===== config.mk =====
export PLATFORM = sky130hd
export DESIGN_NAME = o_feature_drain
export DESIGN_NICKNAME = d
export VERILOG_FILES = /design/src/rtl/o_feature_pkg.sv /design/src/rtl/o_feature_drain_packer.sv /design/src/rtl/o_feature_drain.sv
export SDC_FILE = /design/constraint.sdc
export NUM_CORES = 1
export LEC_CHECK = 0
export ABC_AREA = 1
export CORE_ASPECT_RATIO = 0.6
export CORE_UTILIZATION = 30
export DETAILED_ROUTE_END_ITERATION = 16
export GPL_TIMING_DRIVEN = 1
export PLACE_DENSITY = 0.56
export SKIP_CTS_REPAIR_TIMING = 1
export SYNTH_ARGS = -nofsm -noshare
export SYNTH_HDL_FRONTEND = slang
export SYNTH_SLANG_ARGS = --single-unit

===== constraint.sdc =====
create_clock -name clk -period 7.65 [get_ports clk]
set_input_delay 1.1475 -clock clk [delete_from_list [all_inputs] [get_ports clk]]
set_output_delay 1.1475 -clock clk [all_outputs]
set_load 0.01 [all_outputs]

===== src/rtl/o_feature_pkg.sv =====
// o_feature_pkg: shared FSM encoding and pack-width helpers for the output-feature drain
package o_feature_pkg;
  typedef enum logic [1:0] {IDLE, RUN, FLUSH, DONE} state_t;
  function automatic int pack_of(input int out_w, input int feat_w);
    return out_w / feat_w;
  endfunction
  function automatic bit width_ok(input int out_w, input int feat_w);
    return feat_w > 0 && out_w >= feat_w && out_w % feat_w == 0;
  endfunction
endpackage


===== src/rtl/o_feature_drain_packer.sv =====
// feature_packer: gathers feature words into PACK-slot beats held on a valid/ready output register
module feature_packer
  import o_feature_pkg::*;
#(
  parameter int FEATURE_WIDTH = 16,
  parameter int OUT_WIDTH = 64
) (
  input  logic clk,
  input  logic rst,
  input  logic rd,
  input  logic flush,
  input  logic [FEATURE_WIDTH-1:0] rd_data,
  input  logic out_ready,
  output logic slot_free,
  output logic [OUT_WIDTH-1:0] out_data,
  output logic out_valid,
  output logic out_last
);
  localparam int PACK = pack_of(OUT_WIDTH, FEATURE_WIDTH);
  localparam int PW = $clog2(PACK + 1);
  logic [PACK-1:0][FEATURE_WIDTH-1:0] slots, slots_n;
  logic [PW-1:0] pack_cnt, cnt_n;
  logic cap, out_free, emit;
  always_comb begin
    slots_n = slots;
    for (int i = 0; i < PACK; i++)
      if (cap && PW'(i) == pack_cnt) slots_n[i] = rd_data;
    cnt_n = pack_cnt + PW'(cap);
    out_free = !out_valid || out_ready;
    emit = out_free && (cnt_n == PW'(PACK) || (flush && cnt_n != '0));
  end
  // slots are cleared on every emit, so a partial final beat is already zero-padded
  assign slot_free = (pack_cnt + PW'(cap) < PW'(PACK)) || out_free;
  always_ff @(posedge clk or posedge rst)
    if (rst) begin
      cap <= 1'b0;
      pack_cnt <= '0;
      slots <= '0;
      out_data <= '0;
      out_valid <= 1'b0;
      out_last <= 1'b0;
    end else begin
      cap <= rd;
      if (emit) begin
        out_data <= slots_n;
        out_valid <= 1'b1;
        out_last <= flush;
        slots <= '0;
        pack_cnt <= '0;
      end else begin
        slots <= slots_n;
        pack_cnt <= cnt_n;
        if (out_valid && out_ready) begin
          out_valid <= 1'b0;
          out_last <= 1'b0;
        end
      end
    end
endmodule


===== src/rtl/o_feature_drain.sv =====
// o_feature_drain: reads lane FIFOs in channel-interleaved order and streams packed beats per tile
module o_feature_drain
  import o_feature_pkg::*;
#(
  parameter int Tm = 8,
  parameter int FEATURE_WIDTH = 16,
  parameter int OUT_WIDTH = 64,
  parameter int CNT_WIDTH = 16
) (
  input  logic clk,
  input  logic rst,
  input  logic start,
  input  logic [CNT_WIDTH-1:0] tile_len,
  input  logic [Tm-1:0] lane_empty,
  output logic [Tm-1:0] rd_feature_enable,
  input  logic [FEATURE_WIDTH-1:0] rd_feature_in,
  output logic [OUT_WIDTH-1:0] out_data,
  output logic out_valid,
  input  logic out_ready,
  output logic out_last,
  output logic busy,
  output logic done
);
  localparam int LW = Tm > 1 ? $clog2(Tm) : 1;
  if (!width_ok(OUT_WIDTH, FEATURE_WIDTH)) begin : g_bad_width
    $error("OUT_WIDTH must be a multiple of FEATURE_WIDTH");
  end
  state_t state, state_n;
  logic [LW-1:0] lane;
  logic [CNT_WIDTH-1:0] feat, len;
  logic slot_free, strobe, last_rd;
  // the lane index only advances on a strobe, so an empty lane stalls rather than being skipped
  assign strobe = state == RUN && !lane_empty[lane] && slot_free;
  assign last_rd = lane == LW'(Tm - 1) && feat == len - 1'b1;
  assign rd_feature_enable = strobe ? Tm'(1) << lane : '0;
  assign busy = state == RUN || state == FLUSH;
  assign done = state == DONE;
  always_comb
    state_n = state == IDLE  ? (start ? (tile_len != '0 ? RUN : DONE) : IDLE) :
              state == RUN   ? (strobe && last_rd ? FLUSH : RUN) :
              state == FLUSH ? (out_valid && out_ready && out_last ? DONE : FLUSH) : IDLE;
  always_ff @(posedge clk or posedge rst)
    if (rst) begin
      state <= IDLE;
      lane <= '0;
      feat <= '0;
      len <= '0;
    end else begin
      state <= state_n;
      if (state == IDLE && start) begin
        len <= tile_len;
        lane <= '0;
        feat <= '0;
      end else if (strobe) begin
        lane <= lane == LW'(Tm - 1) ? '0 : lane + 1'b1;
        if (lane == LW'(Tm - 1)) feat <= feat + 1'b1;
      end
    end
  feature_packer #(.FEATURE_WIDTH(FEATURE_WIDTH), .OUT_WIDTH(OUT_WIDTH)) u_packer (
    .clk(clk),
    .rst(rst),
    .rd(strobe),
    .flush(state == FLUSH),
    .rd_data(rd_feature_in),
    .out_ready(out_ready),
    .slot_free(slot_free),
    .out_data(out_data),
    .out_valid(out_valid),
    .out_last(out_last)
  );
endmodule

## Yosys cells after proc, flatten, opt, wreduce, memory -nomap -nowiden

Index checks and enable logic that the tools add are counted.

- Flip-flop bits (word level): 171
- Bits of input ports: 44
- Output and inout port bits: 76

- Add/sub/neg operators: 4
- $lt $le $gt $ge: 2
- Equal/unequal tests: 9
- Shifts and indexed selects: 1
- Mux-type cells: 25
- Reduce and logical (&&, ||, !) cells: 27

Operator list:

| cell | number |
|---|---|
| 2-to-1 mux 16 bit | 7 |
| 2-to-1 mux 64 bit | 1 |
| adder 16 x 1 -> 16 bit, second input constant | 1 |
| equality test 16 bit | 1 |
| nonzero test 16 bit | 1 |
| subtractor 16 x 1 -> 16 bit, second input constant | 1 |
| logical AND 1 bit | 13 |
| 2-to-1 mux 2 bit | 6 |
| 2-to-1 mux 3 bit | 4 |
| 2-to-1 mux 8 bit | 1 |
| << shifter 1 x 3 -> 8 bit, first input constant | 1 |
| equality test 2 x 3 -> 1 bit, first input constant | 2 |
| equality test 3 bit, second input constant | 2 |
| nonzero test 2 bit | 3 |
| 2-to-1 mux 1 bit | 5 |
| equality test 2 bit, second input constant | 2 |
| logical OR 1 bit | 4 |
| less-than comparator 3 x 4 -> 1 bit, second input constant | 1 |
| adder 3 x 1 -> 3 bit | 1 |
| adder 3 x 1 -> 3 bit, second input constant | 1 |
| binary-select mux 1 bit (select 3 bit) | 1 |
| equality test 1 x 3 -> 1 bit, first input constant | 1 |
| logical NOT 3 bit | 1 |
| less-than comparator 3 bit, second input constant | 1 |
| other kinds (5) | 6 |

## Depth between registers and ports, before layout

Gate-level depths: netlist (run 1).

- Depth in word-level cells: 9
- Depth in mapped cells: 16
- Mapped depth without buffers: 16

## Hierarchy

From an unflattened synthesis (run 1), not the netlist that was laid out.

- Cells, all modules: 1095
- Area, all modules: 8544.4 um^2

By module, submodules not included:

| module | instances | cells each | area each (um^2) |
|---|---|---|---|
| feature_packer | 1 | 700 | 5845.6 |
| o_feature_drain | 1 | 395 | 2698.8 |

## Least setup slack after synthesis (run 1)

No wires, ideal clock.

- Path kind: input port to output port
- Start: in lane_empty[4]
- End: out rd_feature_enable[0]
- Arrival: 1.949 ns
- Slack: 4.553 ns
- Stages: 9
- Buffers on the path: 0
- Cell sequence: nor2_1 > nor2_1 > o21ai_1 > nand2_1 > nand2_1 > nand2_2 > nor2_8 > nand2_1 > nor2_1

- Longest elaborated chain between the ends: 6

RTL lines:

| element | line | text |
|---|---|---|
| from (decl) | o_feature_drain.sv:14 | `input logic [Tm-1:0] lane_empty,` |
| binary-select mux 1 bit (select 3 bit) | o_feature_drain.sv:33 | `assign strobe = state == RUN && !lane_empty[lane] && slot_free;` |
| 2-to-1 mux 1 bit (implied by the code) | o_feature_drain.sv:33 |  |
| logical NOT 1 bit | o_feature_drain.sv:33 |  |
| logical AND 1 bit (2 in a row) | o_feature_drain.sv:33 |  |
| named net strobe | o_feature_drain.sv:31 | `logic slot_free, strobe, last_rd;` |
| 2-to-1 mux 8 bit | o_feature_drain.sv:35 | `assign rd_feature_enable = strobe ? Tm'(1) << lane : '0;` |
| to (decl) | o_feature_drain.sv:15 | `output logic [Tm-1:0] rd_feature_enable,` |

The timed path passes the listed nets, and every way through them passes these cells. The select of a mux whose other input is x is not followed.

## Worst setup path after layout (run 1)

- Start: in out_ready
- End: out rd_feature_enable[7]

- Longest elaborated chain between the ends: 4

RTL lines:

| element | line | text |
|---|---|---|
| from (decl) | o_feature_drain.sv:19 | `input logic out_ready,` |
| logical OR 1 bit | o_feature_drain_packer.sv:29 | `out_free = !out_valid \|\| out_ready;` |
| logical OR 1 bit | o_feature_drain_packer.sv:33 | `assign slot_free = (pack_cnt + PW'(cap) < PW'(PACK)) \|\| out_free;` |
| logical AND 1 bit | o_feature_drain.sv:33 |  |
| named net strobe | o_feature_drain.sv:31 |  |
| 2-to-1 mux 8 bit | o_feature_drain.sv:35 |  |

The timed path passes the listed nets, and every way through them passes these cells.

==> impl_metrics.yaml, run 1 <==
logic_synthesis:
  yosysSeqAreaShare_pct: 52.2
  synth.net_count: 1132
  ys.warnings.count: 0
  synth_edf_count: 0
  synth_cells: 1074
  yosys_register_bits: 171
  yosysTopAreaCell: "dfrtp_1"
  synth_most_common_cell: "nand2_1"
  synth_flop_cell: "dfrtp_1"
  syn-cell-area_um2: 8190
  ys_async_sr_fraction_pct: 100
  syn_avg_cell_area_um2: 7.63
  synth_cell_types: 29
  synth_common_cells: "nand2_1 (455), dfrtp_1 (171), inv_1 (144), o21ai_0 (84), nor2_1 (68)"
  yosysTopAreaCellShare_pct: 52.2
  ys_top_cells_by_area: "dfrtp_1 (52%), nand2_1 (21%), inv_1 (6.6%)"
routing:
  routed_wl_um: 22300
  drtIter0Drc: 533
  antenna_left: 0
  drtPass1Iterations: 7
  vias: 6865
  drc: 0
  vias_per_cell: 4.42
  post_drt_wl_per_cell_um: 14.3
flow_run:
  maxCapViolCount: 0
floorplanning:
  ios: 120
  die_h_um: 130
  core-area_um2: 26600
  die_w_um: 215
  rows: 46
  initial_utilization_pct: 30.8
  design.die.area_um2: 28000
placement:
  dp.final_hpwl_um: 15600
  io_buffers: 119
  gp_congestion: 0.855
worst_setup_path:
  crit_path_start_kind: "primary input"
  reg2reg_depth: 10
  cp_max_fo: 10
  reg2reg_slack_ns: 4.73
  end_kind: "output port"
  critPathRequiredTime_ns: 6.50
  cp.arrival_ns: 3.23
  worstSetupPathType: "in -> out"
timing:
  finalCriticalPeriod_ns: 4.38
  drv_slew: 0
  fin_skew_ns: 0.0136
  hold_viol_final: 0
  rsz0062_at_grt: "no"
  max_freq_mhz: 228
  setup_viol: 0
  worstMarginPinSlew_ns: 0.970
  fin_setup_tns_ns: 0
  min_period_over_period_pct: 57.2
  maxSlewHeadroom_pct: 35.2
power:
  p_int_mw: 2.17
  pwr-share-comb_pct: 41.1
  sequentialPowerShare_pct: 35.9
  p_per_area_nw_per_um2: 361
  swShare_pct: 41.7
  p_total_mw: 3.72
  leakage_nw: 5.49
  peakVddDrop_mv: 0.209
  p_sw_mw: 1.55
  clockPowerShare_pct: 23.0
cts:
  htreeDepth: 4
  insertion_delay_ns: 0.45
  cts_sinks: 171
  cts_tree: "yes"
  clockBufferDepth: 2
  clockRootBuffer: "clkbuf_16"
  numCtsBuffers: 17
  path_clk_slew_ns: 0.06
cells_and_area:
  drive_gt1_share_pct: 3.95
  nets: 1234
  area_growth_pct: 25.6
global_route:
  grt_pass1_wl_um: 35200
  first_global_vias: 6302
  antenna_found_initial: 5
  grt_max_degree: 96
  overflow: 0
  grtUsageTotal_pct: 16.6
outcome:
  status: "complete, no violations"
min_path:
  min_path_type: "reg -> reg"
  min_path_cells: 2
area by class of cell:
type | count | area (µm²)
antenna | 3 | 7.51
clock buffer | 21 | 460
clock inverter | 11 | 113
fill | 2773 | 16300
inverter | 145 | 549
multi-input combinational | 718 | 3210
sequential | 171 | 4280
tap | 360 | 450
timing repair buffer | 123 | 1220
state kept, by name, indices dropped and copies added (netlist names), 2 cells and up:
| register | flops |
|---|---|
| len | 16 |
| u_packer.pack_cnt | 3 |
| u_packer.slots | 64 |
| feat | 16 |
| state | 2 |
| u_packer.out_data | 64 |
| lane | 3 |
metal layers:
metal	wire [µm]	up-vias	share of wire (%)	GRT usage, %
met2	8650	159	39	21.2
met1	12000	3227	54	25.9
li1	-	3464	-	-
met3	1350	15	6.1	5.15
met5	0	-	0	0
met4	258	0	1.2	4.96
path summary, 6_finish.rpt:
check,from,endpoint
setup reg to reg,u_packer.cap$_DFF_PP0_,u_packer.pack_cnt[2]$_DFF_PP0_
hold / removal,u_packer.out_data[38]$_DFFE_PP0P_,u_packer.out_data[38]$_DFFE_PP0P_
setup / recovery,out_ready,rd_feature_enable[7]
max in group asynchronous,rst,lane[1]$_DFFE_PP0P_
min in group asynchronous,rst,u_packer.out_data[53]$_DFFE_PP0P_
hold reg to reg,u_packer.out_data[38]$_DFFE_PP0P_,u_packer.out_data[38]$_DFFE_PP0P_
metrics by stage:
step                area, µm²  utilization, %  std cells  hold WS, ns  setup WS (ns)
floorplan                8190               -       1074        0.469           1.87
global placement         9710            36.5       1517        0.461           3.24
finish                  10300            38.7       1552        0.479           3.27
detailed placement       9710            36.5       1517        0.464           3.22
CTS                     10300            38.7       1549        0.483           3.20
global route            10300            38.7       1550        0.504           3.08
cell families after synthesis:
family                   synth area share [%]
AO/OA/AOI/OAI                            6.84
XOR/XNOR                                 1.82
adder cells (fa/ha/maj)                  2.14
buffers and inverters                    8.70
flip-flops                               52.2
AND/OR/NAND/NOR                          28.3
cell usage in the layout, fill, tap and decap left out, drive strengths merged:
cell and instances:
clkbuf 21, ha 14, o21ai 87, buf 4, o31ai 3, nor3 8, bufinv 1, nand2 458
diode 3, xor2 10, inv 148, clkinvlp 2, dfrtp 171, nand3 30, xnor2 7, o22ai 1
nor4 2, clkdlybuf4s50 119, nor2 71, or2 1, o21bai 3, a21oi 14, clkinv 5, nand4 8
nand3b 1
power groups by stage:
stage	logic (mW)	registers [mW]	clock network (mW)
6_report	1.53	1.34	0.853
5_1_grt	1.75	1.36	0.914
3_3_place_gp	1.53	1.34	0
3_5_place_dp	1.54	1.35	0
2_1_floorplan	1.02	1.34	0
4_1_cts	1.54	1.34	0.878
worst max-delay path, stage by stage:
cell	delay, ns
clkdlybuf4s50_1	0.53
inv_1	0.05
nand2_1	0.14
nor2_1	0.07
nor2_1	0.17
nand2_2	0.12
nor2_8	0.19
nand2_8	0.12
inv_1	0.13
clkdlybuf4s50_1	0.55
Power figures use the tool's default switching activity.
==> run 2, diff against run 1 <==
PLACE_DENSITY = 0.58   (was 0.56)
clock period = 3.69 ns   (was 7.65 ns; I/O delays follow)
==> impl_metrics.yaml, run 2 (synthesis results as in run 1) <==
min_path:
  min_path_cells: 2
  hp-start: "u_packer.out_data[36]$_DFFE_PP0P_"
  min_path_type: "reg -> reg"
  holdPathEnd: "u_packer.out_data[36]$_DFFE_PP0P_"
timing:
  maxSlewHeadroom_pct: 34.2
  rsz0062_at_grt: "no"
  setup_slack_ns: 0.334
  setup_viol: 0
  hold_viol_final: 0
  min_period_over_period_pct: 91.0
  whs_ns: 0.479
  drv_slew: 0
  finalCriticalPeriod_ns: 3.36
  max_freq_mhz: 298
  fin_setup_tns_ns: 0
  worstMarginPinSlew_ns: 0.985
  fin_skew_ns: 0.0129
flow_run:
  maxCapViolCount: 0
routing:
  vias: 7026
  drc: 0
  antenna_left: 0
  drtIter0Drc: 644
  routed_wl_um: 22700
  vias_per_cell: 4.52
  drtPass1Iterations: 5
  post_drt_wl_per_cell_um: 14.6
worst_setup_path:
  crit_path_start_kind: "flip-flop"
  worstSetupPathType: "reg -> out"
  end_kind: "output port"
  reg2reg_to: "u_packer.out_data[12]$_DFFE_PP0P_"
  cp.arrival_ns: 2.80
  reg2reg_depth: 10
  cp_max_fo: 8
  timing.rr.start: "u_packer.cap$_DFF_PP0_"
  critPathRequiredTime_ns: 3.14
  reg2reg_slack_ns: 1.24
floorplanning:
  rows: 46
  design.die.area_um2: 28000
  ios: 120
  initial_utilization_pct: 30.8
  die_h_um: 130
  die_w_um: 215
  core-area_um2: 26600
global_route:
  grt_max_degree: 67
  antenna_found_initial: 3
  first_global_vias: 6391
  grtUsageTotal_pct: 16.7
  grt_pass1_wl_um: 35400
  overflow: 0
placement:
  placedCellCount: 1522
  dp.final_hpwl_um: 15900
  gp_congestion: 0.875
  placed_area_um2: 9780
  place_ws_ns: 0.569
  io_buffers: 119
cts:
  htreeDepth: 4
  cts_sinks: 171
  insertion_delay_ns: 0.45
  clockRootBuffer: "clkbuf_16"
  numCtsBuffers: 17
  cts_tree: "yes"
  path_clk_slew_ns: 0.07
  clockBufferDepth: 2
cells_and_area:
  drive_gt1_share_pct: 4.52
  largestRegisters: "u_packer.out_data (64), u_packer.slots (64)"
  nFillCells: 2750
  area_growth_pct: 26.5
  nets: 1239
  final_common_cell: "nand2_1"
  stdcell_area_um2: 10400
  fin_util_pct: 39.0
  final_cell_mix: "nand2_1 (454), dfrtp_1 (171), inv_1 (142)"
  stdcell_count: 1555
power:
  p_per_area_nw_per_um2: 751
  peakVddDrop_mv: 0.496
  leakage_nw: 5.52
  p_total_mw: 7.79
outcome:
  status: "complete, no violations"
run 2: cell count changes in the layout (fill, tap and decap cells not counted):
cell,delta
buf_12,+3
buf_4,+2
clkbuf_1,-2
clkinv_4,-2
inv_6,+5
diode_2,-2
inv_8,-2
clkinvlp_4,+2
clkinv_2,-1
run 2: worst max path at each step:
stage / slack (ns) / endpoint / cells after the start / from
2_1_floorplan: 0.95 / feat[0]$_DFFE_PP0P_ / 1 / rst
3_3_place_gp: 0.57 / rd_feature_enable[7] / 10 / out_ready
3_5_place_dp: 0.57 / rd_feature_enable[7] / 10 / out_ready
4_1_cts: 0.26 / rd_feature_enable[1] / 10 / u_packer.cap$_DFF_PP0_
5_1_grt: 0.03 / rd_feature_enable[1] / 10 / u_packer.cap$_DFF_PP0_
6_report: 0.33 / rd_feature_enable[1] / 10 / u_packer.cap$_DFF_PP0_
run 2: cell type report:
cell class	instances	area (µm²)	area share (%)
Inverter	145	548	5.29
Antenna cell	1	2.50	0.0241
Clock buffer	19	453	4.37
Timing Repair Buffer	128	1300	12.5
Tap cell	360	450	4.35
Clock inverter	13	128	1.23
Sequential cell	171	4280	41.3
Multi-Input combinational cell	718	3210	31.0
run 2: critical path: stages (launching register included):
cell	delay, ns
dfrtp_1	0.40
ha_1	0.21
ha_1	0.18
xnor2_1	0.23
nor2_1	0.07
nor2_1	0.16
nand2_2	0.12
nor2_8	0.19
nand2_1	0.13
nor2_1	0.12
clkdlybuf4s50_1	0.55
run 2: where the power goes:
group	internal (mW)	switching [mW]	total, mW
Clock	0.980	0.821	1.80
Combinational	1.15	2.08	3.23
Sequential	2.42	0.341	2.76
Total	4.55	3.24	7.79
run 2: per-layer routing:
layer,GRT usage (%),routed length [µm],vias up
li1,-,-,3478
met1,25.9,12200,3324
met2,21.7,8800,202
met3,4.78,1460,22
met4,4.84,253,0
met5,0,0,-
==> patch (config.mk and constraints of run 1) <==
`FEATURE_WIDTH` is set to 16 in 2 places; all go to 32.
--- a/src/rtl/o_feature_drain_packer.sv
+++ b/src/rtl/o_feature_drain_packer.sv
@@ -4,3 +4,3 @@
 #(
-  parameter int FEATURE_WIDTH = 16,
+  parameter int FEATURE_WIDTH = 32,
   parameter int OUT_WIDTH = 64
--- a/src/rtl/o_feature_drain.sv
+++ b/src/rtl/o_feature_drain.sv
@@ -5,3 +5,3 @@
   parameter int Tm = 8,
-  parameter int FEATURE_WIDTH = 16,
+  parameter int FEATURE_WIDTH = 32,
   parameter int OUT_WIDTH = 64,
Ports: changed (resized rd_feature_in); port bits go from 120 to 136. No check against the original RTL was run, so the function may have changed too.
==> patch against run 1 <==
  * Synthesized cell count is 1.4% lower
  * Area after synthesis is 1.0% lower
  * Design area is 1.1% higher
  * Final cell count hardly changed
  * Sequential cell count is 1 lower
  * Setup slack worse by 110 ps
  * Power is 3.1% higher
  * Fmax is 2.5% lower
  * Wire length is 5.7% lower
==> patch: results (changes against run 1) <==
Detailed routing
  – TritonRoute pass-1 iters: 5 (-2)
  – Met3 routed WL: 1340 um (-0.67%)
  – DRT iter0 DRCs: 435 (-18%)
  – Wirelength per Cell: 13.5 um (-5.7%)
  – Met2 WL: 8260 um (-4.5%)
  – Drt via density: 4.31 (-2.5%)
  – Post-Route M1 WL: 11200 um (-6.3%)

Synthesis
  – Synth cell types: 32 (+10%)
  – Area share of xor/xnor cells in the synthesized design: 2.48% (+0.67 points)
  – Seq/Total Area, Yosys: 52.5% (+0.23 points)
  – Adder-Cell Fraction of Synth Area: 2.01% (-0.13 points)
  – Top cells by area, synth: dfrtp_1 52%, nand2_1 21%, inv_1 7.0%, o21ai_0 5.0%, nor2_1 2.7%
  – Post-synthesis compound-gate area fraction: 6.68% (-0.16 points)
  – Synth top cells by count: 450 x nand2_1, 170 x dfrtp_1, 151 x inv_1, 81 x o21ai_0, 58 x nor2_1
  – Syn_area_per_cell: 7.66 um^2 (+0.38%)

Pwr
  – LEAKAGE: 5.53 nW (+0.78%)
  – Pwr dens: 369 nW/um^2 (+2.1%)
  – Sequential Power: 1.43 mW (+7%)
  – VDD IR max: 0.159 mV (-24%)
  – Psw: 1.48 mW (-4.2%)

Global route
  – GRT met2 Usage: 21.2% (-0.053 points)
  – Global-route wire length before repair: 33800 um (-4.1%)
  – GRT Total Usage: 15.7% (-0.90 points)
  – Antenna violations before repair: 0 (-5)
  – Largest net degree at the start of global routing: 98 (+2.1%)
  – GR Util met3: 4.84% (-0.32 points)
  – Vias in the first global route: 6226 (-1.2%)
  – Met1 global-route usage: 24.0% (-1.9 points)

Place
  – Port buffer count: 135 (+13%)
  – Pre-CTS setup slack: 3170 ps (-41.6 ps)
  – Placed instance area: 9800 um^2 (+0.97%)
  – Hpwl dp: 14400 um (-7.5%)
  – GPL Wtd Cong: 0.871 (+1.9%)
  – Placed cells: 1521 (+0.26%)

Cells and area
  – Non-Filler Instances: 1553 (+0.064%)
  – # diodes: 0 (-3)
  – Layout cells sized above 1: 4.27% (+0.32 points)
  – Nets: 1253 (+1.5%)
  – FILL cells: 2766 (-0.25%)

STA
  – Worst Tran Pin Value: 1050 ps (+81.5 ps)
  – Max Clock Skew: 7.79 ps (-5.76 ps)

Critical path
  – Crit-path max cell delay: 550 ps (about the same)
  – Worst EP arrival: 3340 ps (+110 ps)

Clock tree
  – Clk slew on worst S/H paths: 70 ps

Outcome
  – Status: complete, no violations
-- patch: path summary, 6_finish.rpt --
path / startpoint / to / slack (ps) / depth (start not counted)
max in group asynchronous: rst / u_packer.slots[31] / 5260 / 3
min in group asynchronous: rst / u_packer.out_data[47] / 1160 / 2
min: u_packer.out_data[31] / u_packer.out_data[31] / 480 / 2
min reg2reg: u_packer.out_data[31] / u_packer.out_data[31] / 480 / 2
max reg2reg: u_packer.cap / u_packer.out_data[57] / 4940 / 8
max: out_ready / rd_feature_enable[6] / 3160 / 10
-- patch: worst min-delay path, delay by kind of cell (launching register included) --
family | cells | cell delay (ps)
flops | 1 | 340
simple gates | 2 | 110
-- patch: area by class of cell --
cell class                 instances  area, um^2  share of cell area [%]
sequential                       170        4250                    40.9
multi-input combinational        696        3110                    30.0
timing repair buffer             142        1400                    13.5
inverter                         153         579                    5.57
clock buffer                      21         460                    4.43
tap                              360         450                    4.33
clock inverter                    11         135                    1.30
